## config.mk

```make
export PLATFORM = sky130hd
export DESIGN_NAME = seq_detect_moore_flat
export DESIGN_NICKNAME = d
export VERILOG_FILES = /design/src/rtl/seq_detect_moore_if.sv /design/src/rtl/seq_detect_moore.sv /design/src/flat_wrapper.sv
export SDC_FILE = /design/constraint.sdc
export NUM_CORES = 1
export LEC_CHECK = 0
export BUFFER_PORTS_ARGS = -buffer_cell sky130_fd_sc_hd__buf_2
export CAP_MARGIN = 20
export CORE_AREA = 2 2 39 41
export CTS_BUF_LIST = sky130_fd_sc_hd__clkbuf_8 sky130_fd_sc_hd__clkbuf_16
export DETAILED_ROUTE_END_ITERATION = 16
export DIE_AREA = 0 0 41 43
export PLACE_DENSITY = 0.49
export RECOVER_POWER = 100
export SLEW_MARGIN = 25
export SYNTH_ARGS = -nofsm -noshare
export SYNTH_HDL_FRONTEND = slang
export SYNTH_SLANG_ARGS = --single-unit
```

## constraint.sdc

```tcl
create_clock -name clk -period 3.12 [get_ports clk]
set_input_delay 0.156 -clock clk [delete_from_list [all_inputs] [get_ports clk]]
set_output_delay 0.156 -clock clk [all_outputs]
set_load 0.05 [all_outputs]
```

## src/rtl/seq_detect_moore_if.sv

```systemverilog
// Serial-bit bus for seq_detect_moore: qualified data in, clear, and the
// registered match flag, debug state and match counter out.
interface seq_detect_moore_if #(
  parameter int unsigned PAT_LEN = 4,
  parameter int unsigned CNT_W   = 8
);
  localparam int unsigned SW = $clog2(PAT_LEN + 1);

  logic             din_valid;
  logic             din;
  logic             clr;
  logic             dout;
  logic [SW-1:0]    state_o;
  logic [CNT_W-1:0] match_cnt;

  modport master (
    output din_valid, din, clr,
    input  dout, state_o, match_cnt
  );

  modport slave (
    input  din_valid, din, clr,
    output dout, state_o, match_cnt
  );
endinterface

```

## src/rtl/seq_detect_moore.sv

```systemverilog
// Parametrised Moore serial pattern detector with a KMP transition table built
// at elaboration. Define SEQ_DET_MATCH_CNT_EN to enable the saturating match counter.
module seq_detect_moore #(
  parameter int unsigned        PAT_LEN = 4,
  parameter logic [PAT_LEN-1:0] PATTERN = 4'b1101,
  parameter bit                 OVERLAP = 1'b1,
  parameter int unsigned        CNT_W   = 8
) (
  input logic                clk,
  input logic                areset_n,
  seq_detect_moore_if.slave  bus
);
  localparam int unsigned   SW    = $clog2(PAT_LEN + 1);
  localparam logic [SW-1:0] MATCH = SW'(PAT_LEN);

  if (PAT_LEN < 2 || PAT_LEN > 16) begin : g_bad_len
    $fatal(1, "seq_detect_moore: PAT_LEN must be in 2..16");
  end

  // Next state from s matched bits plus bit b: longest suffix of
  // (prefix_s ++ b), at most PAT_LEN long, that is also a pattern prefix.
  // Capping at PAT_LEN makes s == PAT_LEN the overlapping failure rule.
  function automatic logic [SW-1:0] delta(input int unsigned s, input logic b);
    logic [31:0] pat32;
    logic [31:0] str;
    logic [31:0] mask;
    logic [31:0] pfx;
    int unsigned best;
    pat32 = 32'(PATTERN);
    str   = ((pat32 >> (PAT_LEN - s)) << 1) | 32'(b);
    best  = 0;
    for (int unsigned k = 1; k <= PAT_LEN; k++) begin
      if (k <= s + 1) begin
        mask = (32'd1 << k) - 32'd1;
        pfx  = pat32 >> (PAT_LEN - k);
        if ((str & mask) == pfx) best = k;
      end
    end
    return SW'(best);
  endfunction

  logic [SW-1:0] nxt_tab [PAT_LEN+1][2];

  for (genvar s = 0; s <= PAT_LEN; s++) begin : g_row
    localparam int unsigned SRC = (s == PAT_LEN && OVERLAP == 1'b0) ? 0 : s;
    assign nxt_tab[s][0] = delta(SRC, 1'b0);
    assign nxt_tab[s][1] = delta(SRC, 1'b1);
  end

  logic [SW-1:0] state;
  logic [SW-1:0] state_nxt;

  always_ff @(posedge clk or negedge areset_n) begin
    if (!areset_n) state <= '0;
    else           state <= state_nxt;
  end

  always_comb begin
    state_nxt = state;
    if (bus.clr)            state_nxt = '0;
    else if (bus.din_valid) state_nxt = nxt_tab[state][bus.din];
  end

  assign bus.dout    = (state == MATCH);
  assign bus.state_o = state;

`ifdef SEQ_DET_MATCH_CNT_EN
  logic [CNT_W-1:0] cnt;
  logic             hit;

  // Every valid bit that lands in the match state is a new match, including
  // match-to-match steps of self-overlapping patterns; holds do not count.
  assign hit = !bus.clr && bus.din_valid && (state_nxt == MATCH);

  always_ff @(posedge clk or negedge areset_n) begin
    if (!areset_n)              cnt <= '0;
    else if (bus.clr)           cnt <= '0;
    else if (hit && cnt != '1)  cnt <= cnt + CNT_W'(1);
  end

  assign bus.match_cnt = cnt;
`else
  assign bus.match_cnt = {CNT_W{1'b0}};
`endif
endmodule

```

## src/flat_wrapper.sv

```systemverilog
// flat-port wrapper written by rule: the top's interface ports become plain ports
module seq_detect_moore_flat 
#(
  parameter int unsigned        PAT_LEN = 4,
  parameter logic [PAT_LEN-1:0] PATTERN = 4'b1101,
  parameter bit                 OVERLAP = 1'b1,
  parameter int unsigned        CNT_W   = 8
)
  (clk, areset_n, bus_din_valid, bus_din, bus_clr, bus_dout, bus_state_o, bus_match_cnt);
  seq_detect_moore_if #(.PAT_LEN(PAT_LEN), .CNT_W(CNT_W)) bus_i ();
  input logic clk;
  input logic areset_n;
  input wire logic [$bits(bus_i.din_valid)-1:0] bus_din_valid;
  input wire logic [$bits(bus_i.din)-1:0] bus_din;
  input wire logic [$bits(bus_i.clr)-1:0] bus_clr;
  output wire logic [$bits(bus_i.dout)-1:0] bus_dout;
  output wire logic [$bits(bus_i.state_o)-1:0] bus_state_o;
  output wire logic [$bits(bus_i.match_cnt)-1:0] bus_match_cnt;
  assign bus_i.din_valid = bus_din_valid;
  assign bus_i.din = bus_din;
  assign bus_i.clr = bus_clr;
  assign bus_dout = bus_i.dout;
  assign bus_state_o = bus_i.state_o;
  assign bus_match_cnt = bus_i.match_cnt;
  seq_detect_moore #(.PAT_LEN(PAT_LEN), .PATTERN(PATTERN), .OVERLAP(OVERLAP), .CNT_W(CNT_W)) u_core (.clk(clk), .areset_n(areset_n), .bus(bus_i));
endmodule
```

==> flow_summary.yaml <==
setup_path:
  path_max_fanout: 3
  critPathTopFamily: "buffers and inverters"
  cp_num_buf_inv: 2
  rrSetupSlack_ns: 1.73
  critical_path_arrival_ns: 1.45
  endpoint_kind: "output pin"
  path_class: "flop to output pin"
  required_ns: 2.96
  cp-start-kind: "flop"
  max_stage_delay_ns: 0.46
  slowest_stage: "clkbuf_1"
  crit_chain: "inv_1 -> ha_1 -> and2_2 -> clkbuf_1"
die:
  die_width_um: 41
  initial_core_util_pct: 19.35
  core_area_um2: 1384
  io_pins: 17
  rows: 14
  chipHeight_um: 43
  die-area_um2: 1763
outcome:
  run_status: "finished clean"
global_routing:
  gr-usage-met2_pct: 8.750
  met3_usage_pct: 3.141
  grt_antenna_before_repair: 0
  grt_use_total_pct: 7.042
  grt_start_max_net_pins: 8
  grt_pass1_vias: 202
  grt_pass1_wl_um: 779
  grt_overflow_total: 0
  top_usage_layer: "met2"
  met1_usage_pct: 8.738
power_and_ir_drop:
  p_int_uw: 133.2
  power_density_nw_per_um2: 570.2
  vdd_drop_max_mv: 0.1966
  p_leak_nw: 0.1688
  clkPwrFrac_pct: 54.8
  power.switching_uw: 62.27
  power_frac_seq_pct: 22.1
  p_sw_share_pct: 31.85
  combPwrFrac_pct: 23.1
finish:
  final_cells: 57
  diodes: 0
  drive_above_1_share_pct: 17.07
  fillers: 163
  area_growth_pct: 28.04
  largest_reg_flops: 3
  final_nets: 50
yosys:
  yosys_warnings: 0
  synth.avg_cell_area_um2: 9.233
  syn-cell-area_um2: 267.8
  synth_cell_types: 16
  ys_seq_area_share_pct: 28.04
  synth_seq_cells: 3
  syn_inst: 29
routing:
  vias: 209
  dr.pass1.iters: 4
  drc: 0
  drt_wl_total_um: 460
  dr.first_iter.drc_count: 3
  ant_nets: 0
  wl_per_cell_um: 8.070
  avgViaCountPerCell: 3.667
timing:
  tns_ns: 0
  finalCritPeriodShare_pct: 51.62
  rsz0062_at_grt: "false"
  period_needed_ns: 1.610
  hold_violations: 0
  fmax_ghz: 0.6210
  worst_slew_pin_slew_ns: 0.5961
  clock-skew-final_ns: 0.0006603
  timing.hold.ws_ns: 0.1276
  setup_viol: 0
  slew_violations: 0
  slew_headroom_pct: 60.43
cts:
  cts_buffers: 3
  h-tree-depth: 1
  clk_pin_slew_worst_paths_ns: 0.03
  clockBufferDepth: 2
  cts-resized-gates: 0
  cts_sinks: 3
  tritoncts: "yes"
  cts_root_buf: "clkbuf_8"
  cts_setup_buffers: 0
  hold_buffers: 1
  clk-insertion-delay-late_ns: 0.21
place:
  numPortBuffers: 8
  dpl.cell_count: 52
  globalplace.congestion: 0.7130
min_path:
  hp-class: "input pin to flop"
flow_run:
  cap_violations: 0
final cells by class:
class                           instances  area [µm²]  area share [%]
Multi-Input combinational cell         23       151.4           44.16
Timing Repair Buffer                    9       43.79           12.77
Clock inverter                          1       3.754           1.095
Sequential cell                         3       75.07           21.90
Tap cell                               16       20.02           5.839
Inverter                                2       7.507           2.190
Clock buffer                            3       41.29           12.04
power by group through the flow:
stage	Clock, mW	Combinational [mW]	Sequential, mW
finish	0.107	0.0452	0.0432
global route	0.117	0.0490	0.0435
CTS	0.111	0.0461	0.0431
detailed placement	0	0.0449	0.0436
global placement	0	0.0450	0.0435
floorplan	0	0.0376	0.0500
per-stage QoR:
stage                     total power [mW]  utilization (%)  setup slack [ns]  area [µm²]
after floorplan                    0.08761                -             1.546       294.0
after global placement             0.08846            21.25             1.673       294.0
after detailed placement           0.08848            21.25             1.741       294.0
after CTS                           0.2000            25.23             1.711       349.1
after global routing                0.2095            24.77             1.424       342.8
final                               0.1955            24.77             1.510       342.8
cells in the mapped netlist:
cell	number	share of area, %
a21oi_1	1	1.9
a311oi_1	1	3.3
and2_2	1	2.8
buf_4	8	22
conb_1	1	1.4
dfrtp_1	3	28
ha_1	3	14
inv_1	2	2.8
mux2i_1	1	3.7
nand2b_1	1	2.3
nand4b_1	1	3.3
nor2_1	2	2.8
o21ai_0	1	1.9
o22a_1	1	3.3
or2b_1	1	2.8
or3b_1	1	3.3
final timing paths:
path                                       start               endpoint  depth (start not counted)
max                        u_core.bus.state_o[0]               bus_dout                          4
min                                      bus_clr  u_core.bus.state_o[2]                          2
max reg2reg                u_core.bus.state_o[0]  u_core.bus.state_o[1]                          4
min reg2reg                u_core.bus.state_o[1]  u_core.bus.state_o[1]                          2
max in group asynchronous               areset_n  u_core.bus.state_o[0]                          2
min in group asynchronous               areset_n  u_core.bus.state_o[2]                          2
cell usage in the layout, fill, tap and decap left out:
cell	synthesis	final
conb_1	1	8
dfrtp_1	3	3
dlygate4sd3_1	0	1
buf_2	0	3
clkbuf_8	0	3
nor2_1	2	2
inv_1	2	3
nand2b_1	1	1
nand4b_1	1	1
ha_1	3	3
a311oi_1	1	1
clkbuf_1	0	5
o22a_1	1	1
and2_2	1	1
mux2i_1	1	1
o21ai_0	1	1
or3b_1	1	1
or2b_1	1	1
a21oi_1	1	1
kinds of logic (layout without fill, tap and decap cells):
group,count (synthesis),after routing,share of synthesized area [%]
buf+inv,10,15,25.24
simple gates,7,7,17.30
compound gates,4,4,10.28
fa+ha+maj,3,3,14.02
flops,3,3,28.04
other cells,1,8,1.401
mux,1,1,3.738
per-layer routing:
metal / share of wire [%] / wire, µm
met1: 46 / 210
met2: 43 / 196
met3: 12 / 53
met4: 0 / 0
met5: 0 / 0
(Power assumes the default switching activity.)
